==> config.mk <==
export PLATFORM = sky130hd
export DESIGN_NAME = instr_queue_unit
export DESIGN_NICKNAME = d
export VERILOG_FILES = /design/src/rtl/instr_queue_unit.sv
export SDC_FILE = /design/constraint.sdc
export NUM_CORES = 1
export LEC_CHECK = 0
export BUFFER_PORTS_ARGS = -buffer_cell sky130_fd_sc_hd__buf_2
export CORE_AREA = 2 2 132 83
export CTS_CLUSTER_DIAMETER = 200
export CTS_CLUSTER_SIZE = 8
export DETAILED_ROUTE_END_ITERATION = 8
export DIE_AREA = 0 0 134 85
export GPL_TIMING_DRIVEN = 0
export PLACE_DENSITY = 0.76
export SLEW_MARGIN = 20
export SYNTH_ARGS = -nofsm -noshare
export SYNTH_HDL_FRONTEND = slang
export SYNTH_SLANG_ARGS = --single-unit
export TNS_END_PERCENT = 30
==> constraint.sdc <==
create_clock -name clk -period 2.65 [get_ports clk]
set_input_delay 0 -clock clk [delete_from_list [all_inputs] [get_ports clk]]
set_output_delay 0 -clock clk [all_outputs]
set_load 0.02 [all_outputs]
==> src/rtl/instr_queue_unit.sv <==
// Fetch-to-decode instruction FIFO with per-entry branch epoch tags.
// A head entry whose epoch differs from epoch_ref is shown as a NOP, or is silently drained when DROP_STALE=1.
module instr_queue_unit #(
  parameter int                 INSTR_W    = 32,
  parameter int                 DEPTH      = 4,
  parameter int                 EPOCH_W    = 1,
  parameter logic [INSTR_W-1:0] NOP        = INSTR_W'(32'hE320F000),
  parameter bit                 DROP_STALE = 1'b0
) (
  input  logic                         clk,
  input  logic                         rst,
  input  logic                         flush,
  input  logic [INSTR_W-1:0]           instr_in,
  input  logic [EPOCH_W-1:0]           epoch_in,
  input  logic                         in_valid,
  output logic                         in_ready,
  input  logic [EPOCH_W-1:0]           epoch_ref,
  input  logic                         sel_stall,
  output logic [INSTR_W-1:0]           out_instr,
  output logic [EPOCH_W-1:0]           out_epoch,
  output logic                         out_valid,
  output logic                         out_squash,
  output logic [$clog2(DEPTH+1)-1:0]   count
);

  localparam int PTR_W = $clog2(DEPTH);
  localparam int CNT_W = $clog2(DEPTH+1);

  logic [INSTR_W-1:0] mem_instr [DEPTH];
  logic [EPOCH_W-1:0] mem_epoch [DEPTH];
  logic [PTR_W-1:0]   wr_ptr, rd_ptr;

  logic               empty, stale, pop, push;
  logic [INSTR_W-1:0] head_instr;
  logic [EPOCH_W-1:0] head_epoch;

  assign empty      = (count == '0);
  assign head_instr = mem_instr[rd_ptr];
  assign head_epoch = mem_epoch[rd_ptr];
  assign stale      = !empty && (head_epoch != epoch_ref);

  // In drop mode a stale head drains even while the decoder stalls.
  assign pop      = DROP_STALE ? (stale || (!empty && !sel_stall))
                               : (!empty && !sel_stall);
  assign in_ready = (count < CNT_W'(DEPTH)) || pop;
  assign push     = in_valid && in_ready;

  always_comb begin
    // NOTE: every output gets a default first so no path leaves a latch behind.
    out_instr  = NOP;
    out_epoch  = '0;
    out_valid  = 1'b0;
    out_squash = 1'b0;
    if (!empty) begin
      out_epoch = head_epoch;
      if (stale) begin
        out_squash = 1'b1;
        out_valid  = !DROP_STALE;
      end else begin
        out_instr = head_instr;
        out_valid = 1'b1;
      end
    end
  end

  always_ff @(posedge clk) begin
    // NOTE: sequential state uses non-blocking assignments so all registers update from pre-edge values.
    if (rst || flush) begin
      wr_ptr <= '0;
      rd_ptr <= '0;
      count  <= '0;
    end else begin
      if (push) wr_ptr <= wr_ptr + PTR_W'(1);
      if (pop)  rd_ptr <= rd_ptr + PTR_W'(1);
      case ({push, pop})
        2'b10:   count <= count + CNT_W'(1);
        2'b01:   count <= count - CNT_W'(1);
        default: count <= count;
      endcase
    end
  end

  // NOTE: storage is deliberately not reset; count gates every read, so contents are don't-care.
  always_ff @(posedge clk) begin
    if (push) begin
      mem_instr[wr_ptr] <= instr_in;
      mem_epoch[wr_ptr] <= epoch_in;
    end
  end

endmodule

==> qor.txt <==
Asr flop ratio synth: 0%
GP Congestion: 0.721
Leakage: 2.59 nW
Total Nets Final: 446
Slowest stage delay, CP: 0.56 ns
Initial antenna violation count: 0
Worst Hold Slack: 0.116 ns
Vias per inst: 5.56
Design Power: 5.50 mW
Setup TNS: 0 ns
Post-route cell area: 0.00714 mm2
Slowest cell on the critical path: clkbuf_1
Via Count: 3073
Fin Clk Skew: 0.00589 ns
Clock slew at reported path FFs: 0.06 ns
Top-Level Pins: 78
Most common cell in the synthesized netlist: edfxtp_1
Max_slew headroom: 55.4%
Largest net degree at the start of global routing: 28
Synth area leader: edfxtp_1
Routed wire per std cell: 20.4 um
Gate Count Post-Synth: 267
Synth cell count leaders: 132 x edfxtp_1, 33 x mux4_2, 22 x and3_1
Area after DPL: 0.00614 mm2
Clk sink count: 141
P per Cell Area: 771 mW/mm2
Rows: 29
Worst EP arrival: 2.46 ns
Crit path buf inv count: 3
Syn avg cell area: 20.5 um2
GRT Overall Usage: 21.4%
PortBufs: 77
Critical Path, Cell by Cell: clkbuf_1 > clkbuf_1 > mux4_2 > or3_1 > buf_2
Cell Count Post-Placement: 487
Max cap viols: 0
Die ar.: 0.0114 mm2
Die Span Y: 85 um
Layout Cells excl Fill: 553
Fin worst setup slack: 0.188 ns
Crit path launch type: flop
GR Overflow Total: 0
Setup violators final: 0
CP Capture Type: primary output
Delay-heaviest family, CP: buffers and inverters
Layout cells sized above 1: 37.7%
Syn Nets: 312
Core Area: 0.0102 mm2
Clock Latency Late Sink: 0.42 ns
Worst VDD drop: 0.000643 V
Most used cell, CP: clkbuf_1
Number of synthesized flops with an enable pin: 132
Placement Setup Slack: -0.0298 ns
Number of buffers created by CTS: 17
Remaining antenna violation count after routing: 0
RSZ-0062 raised after global routing: false
CTS root buf: clkbuf_16
Most used DFF post-synth: edfxtp_1
Area growth syn-to-layout: 30.3%
DP Wirelength: 6860 um
Initial Utilization: 53.7%
Die width: 134 um
Inserted Diodes: 0
Top post-synthesis cells by area: edfxtp_1 72%, mux4_2 14%, dfxtp_1 3.3%
First-pass GRT wire length: 17500 um
FMAX: 406 MHz
Number of remaining DRC errors: 0
Status: finished clean
First DRT Iteration DRCs: 269
Slew Viols, Final: 0
Synth top area share: 72.4%
Slew @ Worst Pin: 0.669 ns
Clock Tree Buf Depth: 2
CP max FO: 10
First-pass iteration count of the detailed router: 5
Fin util: 70.0%
Final Critical Period: 2.46 ns
Period utilization: 92.9%
Seq/Total Area, Yosys: 75.7%
Yosys reg bits: 141
Setup CP Type: flop to primary output
Vias in the first global route: 3234
Total wire length: 11300 um
CTS tree: yes
Post-Syn Area: 0.00548 mm2
Netlist cell types: 27
Worst Path Required: 2.65 ns
Final hold vios: 0
H-tree Lvls: 4
Synthesis warning total: 0
Hold/Removal Path Class: input port to flop
power by group:
| group | total [mW] | internal, mW | switching (mW) |
|---|---|---|---|
| sequential | 2.51 | 2.50 | 0.0169 |
| clock | 2.63 | 1.75 | 0.879 |
| combinational | 0.355 | 0.158 | 0.196 |
cell families (layout without fill, tap and decap cells):
kind of cell	Yosys count	in the layout	synth area share (%)
compound gates	9	9	0.914
xor+xnor	5	5	1.07
buf+inv	22	169	1.76
simple gates	50	50	5.34
fa+ha+maj	6	6	1.51
flops	141	141	75.7
mux	34	34	13.8
state kept, by name, summed over array words and instances (netlist names), named ones only:
| register | cells |
|---|---|
| wr_ptr | 2 |
| rd_ptr | 2 |
| mem_epoch | 4 |
| mem_instr | 128 |
| count | 3 |
repair_timing:
| action | 4_1_cts | 5_1_grt |
|---|---|---|
| endpoints found under the setup margin | 1 | 1 |
| gates cloned | 0 | 0 |
| hold buffers | 34 | 0 |
| setup buffers | 0 | 0 |
| resized for setup | 1 | 2 |
| endpoints found under the hold margin | 135 | 0 |
worst paths after layout:
check             startpoint            end  slack (ns)  cells after the start
setup reg to reg    count[2]       count[2]        0.36                      9
setup / recovery        flop  out_instr[29]        0.19                      5
hold / removal      in_valid      wr_ptr[1]        0.12                      4
hold reg to reg    rd_ptr[1]           flop        0.50                      2
per-layer routing:
metal  global-route usage [%]  routed length (um)  vias to the layer above  share of wire (%)
li1                         -                   -                     1356                  -
met2                     34.4                5640                      128                 50
met3                     6.27                 777                       17                6.9
met5                        0                   0                        -                  0
met4                     8.22                 163                        0                1.4
met1                     28.3                4710                     1572                 42
area by class of cell:
| type | count | area, um2 |
|---|---|---|
| Multi-Input combinational cell | 104 | 1250 |
| Tap cell | 139 | 174 |
| Sequential cell | 141 | 4140 |
| Inverter | 8 | 30.0 |
| Fill cell | 655 | 3060 |
| Timing Repair Buffer | 115 | 821 |
| Buffer | 14 | 67.6 |
| Clock buffer | 19 | 433 |
| Clock inverter | 13 | 220 |
cell usage in the layout, fill, tap and decap left out, drive strengths merged, types with 3 or more instances in the layout:
master,synthesis,layout
and3,22,22
clkbuf,8,27
inv,8,8
clkinv,0,5
xor2,3,3
ha,5,5
dlygate4sd3,0,34
bufinv,0,6
or3,12,12
and2,5,5
buf,6,87
edfxtp,132,132
nor2,7,7
dfxtp,9,9
a21oi,5,5
mux4,33,33
worst reg2reg max path, delay by kind of cell, from the launching register on:
kind                     cells  cell delay, ns
buffers and inverters        2            0.41
adder cells (fa/ha/maj)      2            0.39
AND/OR/NAND/NOR              3            0.84
flip-flops                   1            0.35
AO/OA/AOI/OAI                1            0.15
XOR/XNOR                     1            0.07
Note: power is estimated with default switching activity, not from simulation.
